`src/rtl/piso_pkg.sv`:
```
// rtl/piso_pkg.sv - shared state encoding and frame-length helper for the serial transmit path
package piso_pkg;

  typedef enum logic [2:0] {
    IDLE  = 3'd0,
    START = 3'd1,
    DATA  = 3'd2,
    PAR   = 3'd3,
    STOP  = 3'd4
  } piso_state_t;

  function automatic int frame_len(input int wide, input int div, input int parity_en);
    return (wide + 2 + parity_en) * div;
  endfunction

endpackage

```
`src/rtl/piso_load_shreg.sv`:
```
// rtl/piso_load_shreg.sv - loadable shift register presenting one output-end bit
module piso_load_shreg #(
  parameter int WIDE      = 4,
  parameter bit MSB_FIRST = 1'b1
) (
  input  logic            clk,
  input  logic            reset,
  input  logic            load,
  input  logic [WIDE-1:0] load_data,
  input  logic            shift,
  output logic            bit_out
);

  logic [WIDE-1:0] sr;

  always_ff @(posedge clk) begin
    if (reset) begin
      sr <= '0;
    end else if (load) begin
      sr <= load_data;
    end else if (shift) begin
      if (MSB_FIRST) sr <= {sr[WIDE-2:0], 1'b0};
      else           sr <= {1'b0, sr[WIDE-1:1]};
    end
  end

  assign bit_out = MSB_FIRST ? sr[WIDE-1] : sr[0];

endmodule

```
`src/rtl/piso_frame_ctrl.sv`:
```
// rtl/piso_frame_ctrl.sv - framed parallel-to-serial transmit controller (start, data, parity, stop)
module piso_frame_ctrl
  import piso_pkg::*;
#(
  parameter int WIDE      = 4,
  parameter int DIV       = 1,
  parameter bit MSB_FIRST = 1'b1,
  parameter bit PARITY_EN = 1'b0
) (
  input  logic            clk,
  input  logic            reset,
  input  logic [WIDE-1:0] in_data,
  input  logic            in_valid,
  output logic            in_ready,
  output logic            ser_out,
  output logic            ser_active,
  output logic            done
);

  localparam int TW       = (DIV > 1) ? $clog2(DIV) : 1;
  localparam int BW       = $clog2(WIDE + 1);
  localparam int TICK_PRE = (DIV > 1) ? DIV - 2 : 0;

  piso_state_t   state;
  logic [TW-1:0] tick;
  logic [BW-1:0] bitcnt;
  logic          parity;
  logic          bit_out;
  logic          tick_last;
  logic          load;
  logic          shift;

  assign in_ready  = (state == IDLE);
  assign tick_last = (tick == TW'(DIV - 1));
  assign load      = in_ready && in_valid;
  // The register runs one bit ahead of ser_out: each bit is consumed as it is registered.
  assign shift     = tick_last && (state == START || state == DATA);

  piso_load_shreg #(
    .WIDE      (WIDE),
    .MSB_FIRST (MSB_FIRST)
  ) u_shreg (
    .clk       (clk),
    .reset     (reset),
    .load      (load),
    .load_data (in_data),
    .shift     (shift),
    .bit_out   (bit_out)
  );

  always_ff @(posedge clk) begin
    if (reset) begin
      state      <= IDLE;
      tick       <= '0;
      bitcnt     <= '0;
      parity     <= 1'b0;
      ser_out    <= 1'b1;
      ser_active <= 1'b0;
      done       <= 1'b0;
    end else begin
      done <= 1'b0;
      if (state == IDLE) begin
        if (in_valid) begin
          state      <= START;
          tick       <= '0;
          bitcnt     <= '0;
          parity     <= ^in_data;
          ser_out    <= 1'b0;
          ser_active <= 1'b1;
        end
      end else begin
        tick <= tick_last ? '0 : tick + 1'b1;
        if (tick_last) begin
          case (state)
            START: begin
              state   <= DATA;
              ser_out <= bit_out;
            end
            DATA: begin
              bitcnt <= bitcnt + 1'b1;
              if (bitcnt == BW'(WIDE - 1)) begin
                state   <= PARITY_EN ? PAR : STOP;
                ser_out <= PARITY_EN ? parity : 1'b1;
                if (!PARITY_EN && DIV == 1) done <= 1'b1;
              end else begin
                ser_out <= bit_out;
              end
            end
            PAR: begin
              state   <= STOP;
              ser_out <= 1'b1;
              if (DIV == 1) done <= 1'b1;
            end
            default: begin
              state      <= IDLE;
              ser_out    <= 1'b1;
              ser_active <= 1'b0;
            end
          endcase
        end else if (DIV > 1 && state == STOP && tick == TW'(TICK_PRE)) begin
          done <= 1'b1;
        end
      end
    end
  end

endmodule

```
`config.mk`:
```
export PLATFORM = sky130hd
export DESIGN_NAME = piso_frame_ctrl
export DESIGN_NICKNAME = d
export VERILOG_FILES = /design/src/rtl/piso_pkg.sv /design/src/rtl/piso_load_shreg.sv /design/src/rtl/piso_frame_ctrl.sv
export SDC_FILE = /design/constraint.sdc
export NUM_CORES = 1
export LEC_CHECK = 0
export CAP_MARGIN = 20
export CORE_AREA = 3 3 40 42
export DETAILED_ROUTE_END_ITERATION = 10
export DIE_AREA = 0 0 43 45
export GPL_TIMING_DRIVEN = 0
export PLACE_DENSITY = 0.73
export RECOVER_POWER = 100
export SKIP_CTS_REPAIR_TIMING = 1
export SLEW_MARGIN = 20
export SYNTH_ARGS = -nofsm -noshare
export SYNTH_HDL_FRONTEND = slang
export SYNTH_SLANG_ARGS = --single-unit
```
`constraint.sdc`:
```
create_clock -name clk -period 2.1 [get_ports clk]
set_clock_uncertainty 0.1 [all_clocks]
set_input_delay 0.21 -clock clk [delete_from_list [all_inputs] [get_ports clk]]
set_output_delay 0.21 -clock clk [all_outputs]
set_load 0.03 [all_outputs]
```
# ---- Word-level counts from Yosys, hierarchy flattened
# Index checks and enable logic that the tools add are counted.
dict set report word_totals {
  ff_bits 14
  output_inout_bits 4
}
dict set report op_classes {
  addsub 2
  n_eq_ne 8
  mux 24
  bitwise 1
  n_reduce_logical 12
}
# operator n
set ops {}
lappend ops {{$mux W3} 8}
lappend ops {{$mux W1} 11}
lappend ops {{$eq A3 B2 Y1 const B} 3}
lappend ops {{$pmux W3 S3} 1}
lappend ops {{$reduce_and A3 Y1} 3}
lappend ops {{$mux W4} 2}
lappend ops {{$reduce_or A3 Y1} 2}
lappend ops {{$ne A2 B2 Y1 const B} 2}
lappend ops {{$pmux W1 S2} 2}
lappend ops {{$reduce_bool A2 Y1} 2}
lappend ops {{$add A3 B1 Y3 const B} 1}
lappend ops {{$eq A3 B1 Y1 const B} 1}
lappend ops {{$logic_not A3 Y1} 1}
lappend ops {{$ne A3 B2 Y1 const B} 1}
lappend ops {{$logic_and A1 B1 Y1} 2}
lappend ops {{$ne A2 B1 Y1 const B} 1}
lappend ops {{$reduce_and A2 Y1} 1}
lappend ops {{$add A1 B1 Y1 const B} 1}
lappend ops {{$logic_or A1 B1 Y1} 1}
lappend ops {{$not A1 Y1} 1}

# ---- Depth between registers and ports, before layout
dict set report logic_depth {
  depth_word 5
  ltp_mapped 5
  ltp_nobuf 5
}

# ---- Hierarchy
# Synthesis repeated with hierarchy kept, for this count alone.
dict set report unflattened {
  cells_unflattened 64
  area_unflattened_um2 601.8
}
# module instances cells_per_inst area_per_inst_um2 seq_area_each_um2
set by_module_without_submodules {}
lappend by_module_without_submodules {piso_frame_ctrl 1 47 429.2 180.2}
lappend by_module_without_submodules {piso_load_shreg 1 17 172.7 80.1}

# ---- Worst setup path after synthesis
# Ideal clock, no wire load.
dict set report synth_timing {
  kind {flip-flop to flip-flop}
  startpoint {register state[0]}
  endpoint {register u_shreg.sr[1]}
  setup_ns 0.091
  t_arrival_ns 1.675
  setup_slack_ns 0.234
  stages_incl_launch_ff 4
  path_buffers 0
  period_less_slack_ns 1.866
  path_cell_list {dfxtp_1 nor3_1 nand3_1 a311oi_1}
}
dict set report synth_via {
  elab_cells_between_ends 8
}
# element line
set synth_lines {}
lappend synth_lines {{start, declared} piso_frame_ctrl.sv:24} ;# piso_state_t state;
lappend synth_lines {{start signal, assigned} piso_frame_ctrl.sv:82} ;# state <= PARITY_EN ? PAR : STOP;
lappend synth_lines {{$logic_not A3 Y1 (*)} piso_frame_ctrl.sv:33} ;# assign in_ready = (state == IDLE);
lappend synth_lines {{net in_ready} piso_frame_ctrl.sv:14} ;# output logic in_ready,
lappend synth_lines {{$logic_and A1 B1 Y1 (*)} piso_frame_ctrl.sv:35} ;# assign load = in_ready && in_valid;
lappend synth_lines {{$mux W4 / $reduce_bool A2 Y1 (equally long branches)} --}
lappend synth_lines {{end signal, assigned} piso_load_shreg.sv:20} ;# sr <= load_data;
lappend synth_lines {{end signal, assigned} piso_load_shreg.sv:22} ;# if (MSB_FIRST) sr <= {sr[WIDE-2:0], 1'b0};
lappend synth_lines {{end signal, assigned} piso_load_shreg.sv:23} ;# else sr <= {1'b0, sr[WIDE-1:1]};
lappend synth_lines {{end, declared} piso_load_shreg.sv:14} ;# logic [WIDE-1:0] sr;
# The timed path passes the listed nets; every way through them passes the cells marked *.
# A chain may end at the register's enable or synchronous reset.

# ---- Worst setup path after layout
dict set report layout_timing {
  startpoint {register state[0]}
  endpoint {output port in_ready}
}
dict set report layout_via {
  elab_chain_cells 1
}
# element line
set layout_lines {}
lappend layout_lines {{$logic_not A3 Y1} piso_frame_ctrl.sv:33}
lappend layout_lines {{end, declared} piso_frame_ctrl.sv:14}
# No other way between the ends.

==> flow_metrics.tcl <==
set metrics [dict create \
    final_common_cell "dfxtp_1" \
    ys_seq_area_frac 0.431 \
    grt_overflow 0 \
    slew_violations 0 \
    path_class "register to output pin" \
    grt_max_degree 11 \
    dieArea_sq_um 1940 \
    syn_area_sq_um 604 \
    portBuffers 10 \
    arrival_ns 1.53 \
    yosysUniqueCellTypes 25 \
    synthMuxAreaShare 0 \
    h-tree-depth 1 \
    initial_core_util 0.470 \
    netlist_instances 67 \
    clkSinkCount 13 \
    core_area_sq_um 1280 \
    clkSlewWorstSetupHoldPaths_ns 0.08 \
    grt_use_total 0.130 \
    synth_fa_ha_area_frac 0.0414 \
    fin_util 0.569 \
    fp.dieH_um 45 \
    setup_viol 0 \
    fin_hold_ws_ns 0.377 \
    clockBufferDepth 2 \
    synth_top_cell_area_share 0.431 \
    syn-num-nets 76 \
    fp-row-count 13 \
    fmaxAchievable_mhz 543 \
    drive_above_1_share 0.0988 \
    avgSynthCellArea_sq_um 9.02 \
    io-pin-count 11 \
    wl_per_cell_um 11.9 \
    yosysWarnings 0 \
    vias_per_cell 5.53 \
    dpl.hpwl_um 845 \
    synthToLayoutAreaGrowth_pct 20.9 \
    yosysTopAreaCell "dfxtp_1" \
    worst_ir_drop_vdd_mv 0.434 \
    power.density_nw_per_um2 729 \
    grt_setup_unrepaired "no" \
    num-nets-final 91 \
    cts_root_buffer "clkbuf_4" \
    status "completed" \
    grt_pass1_wl_mm 1.83 \
    min_period_ns 1.84 \
    diodes 0 \
    cp.required_ns 1.79 \
    synth_compound_area_frac 0.161 \
    initialDrtViolationCount 6 \
    start_kind "register" \
    critPathCaptureType "output pin" \
    drt_first_pass_iters 4 \
    leakage_nw 0.277 \
    drc 0 \
    synth-simple-area-share 0.288 \
    antenna_found_initial 0 \
    routed_wl_mm 1.15 \
    cts_tree "yes" \
    synthTopCellsByArea "dfxtp_1 43%, a21oi_1 8.3%, nand3_1 5.8%, a311oi_1 4.3%, ha_1 4.1%" \
    tightest_slew_ns 0.644 \
    synth_seq_cells 13 \
    grt_pass1_vias 442 \
    fin_crit_sh 0.876 \
    hold_viol 0 \
    gp_congestion 0.804 \
    final_antenna_net_count 0 \
    synth_xor_area_frac 0 \
    crit_path_max_fanout 7 \
    die_w_um 43 \
    synth_top_family_by_area "simple AND/OR/NAND/NOR gates" \
    max_cap_violations 0 \
    clk_latency_ns 0.28 \
    min_path_type "register to register" \
    maxSlewHeadroom 0.567 \
    cts-buffers-inserted 3 \
    final_cell_mix "13 x dfxtp_1, 10 x a21oi_1, 7 x nand3_1" \
    vias 531 \
]
-- cell usage after synthesis --
master / count
and3b_1: 2
ha_1: 2
nor3_1: 4
buf_6: 2
nand2b_1: 1
or4b_4: 1
a21oi_1: 10
nor3b_1: 1
nor2_1: 3
a311oi_1: 3
or2_0: 1
inv_1: 3
clkbuf_1: 1
or3b_4: 1
or4_1: 1
dfxtp_1: 13
nand3_1: 7
buf_2: 2
or3_4: 1
o21ai_0: 1
a21bo_2: 1
a31oi_1: 1
and2_1: 1
nor4b_1: 1
nand2_1: 3
-- sequential cells by signal, summed over array words and instances (netlist names) --
register	count
u_shreg.sr	4
bitcnt	3
state	3
done	1
ser_active	1
ser_out	1
-- area by class of cell --
type,count,area (sq um)
plain buffers,5,27.5
clock buffers,4,26.3
fillers,129,554
inverters,3,11.3
multi-input cells,46,293
flip-flops and latches,13,260
well taps,15,18.8
repair buffers,10,93.8
-- where the power goes --
| group | switching (mW) | total (mW) | leakage, nW | internal, mW |
|---|---|---|---|---|
| Clock | 0.0830 | 0.157 | 0.0150 | 0.0738 |
| Sequential | 0.00860 | 0.272 | 0.107 | 0.263 |
| Combinational | 0.0573 | 0.104 | 0.156 | 0.0469 |
| Total | 0.149 | 0.533 | 0.277 | 0.384 |
-- per-stage QoR --
stage / setup WS [ns] / power (mW) / setup TNS, ns / cell area, sq um / instances
final: 0.260 / 0.533 / 0 / 731 / 96
after floorplan: 0.234 / 0.353 / 0 / 604 / 67
after CTS: -0.201 / 0.547 / -0.201 / 749 / 96
after detailed placement: 0.120 / 0.393 / 0 / 723 / 92
after global routing: 0.156 / 0.557 / 0 / 731 / 96
after global placement: 0.101 / 0.391 / 0 / 723 / 92
-- per-layer routing --
metal  share of wire  wire length, um  global-route usage  vias to the layer above
met5               0                0                   0                        -
met4           0.031               35               0.108                        0
met3           0.042               48              0.0239                        5
met2            0.47              543               0.201                       13
met1            0.45              518               0.156                      243
li1                -                -                   -                      270
-- logic make-up (layout without fill, tap and decap cells) --
logic type	count (synthesis)	after routing
buffers and inverters	8	22
AO/OA/AOI/OAI	16	16
flip-flops	13	13
AND/OR/NAND/NOR	28	28
adder cells (fa/ha/maj)	2	2
-- worst paths after layout --
check | cells after the start | endpoint | startpoint | slack [ns]
max reg2reg | 5 | ser_out | bitcnt[0] | 0.35
max | 2 | in_ready | state[0] | 0.26
min | 2 | ser_active | ser_active | 0.38
min reg2reg | 2 | ser_active | ser_active | 0.38
-- worst max-delay path, stage by stage (launching register included) --
cell	delay, ns
dfxtp_1	0.33
nor3_1	0.55
clkbuf_1	0.37
(Power assumes the default switching activity.)
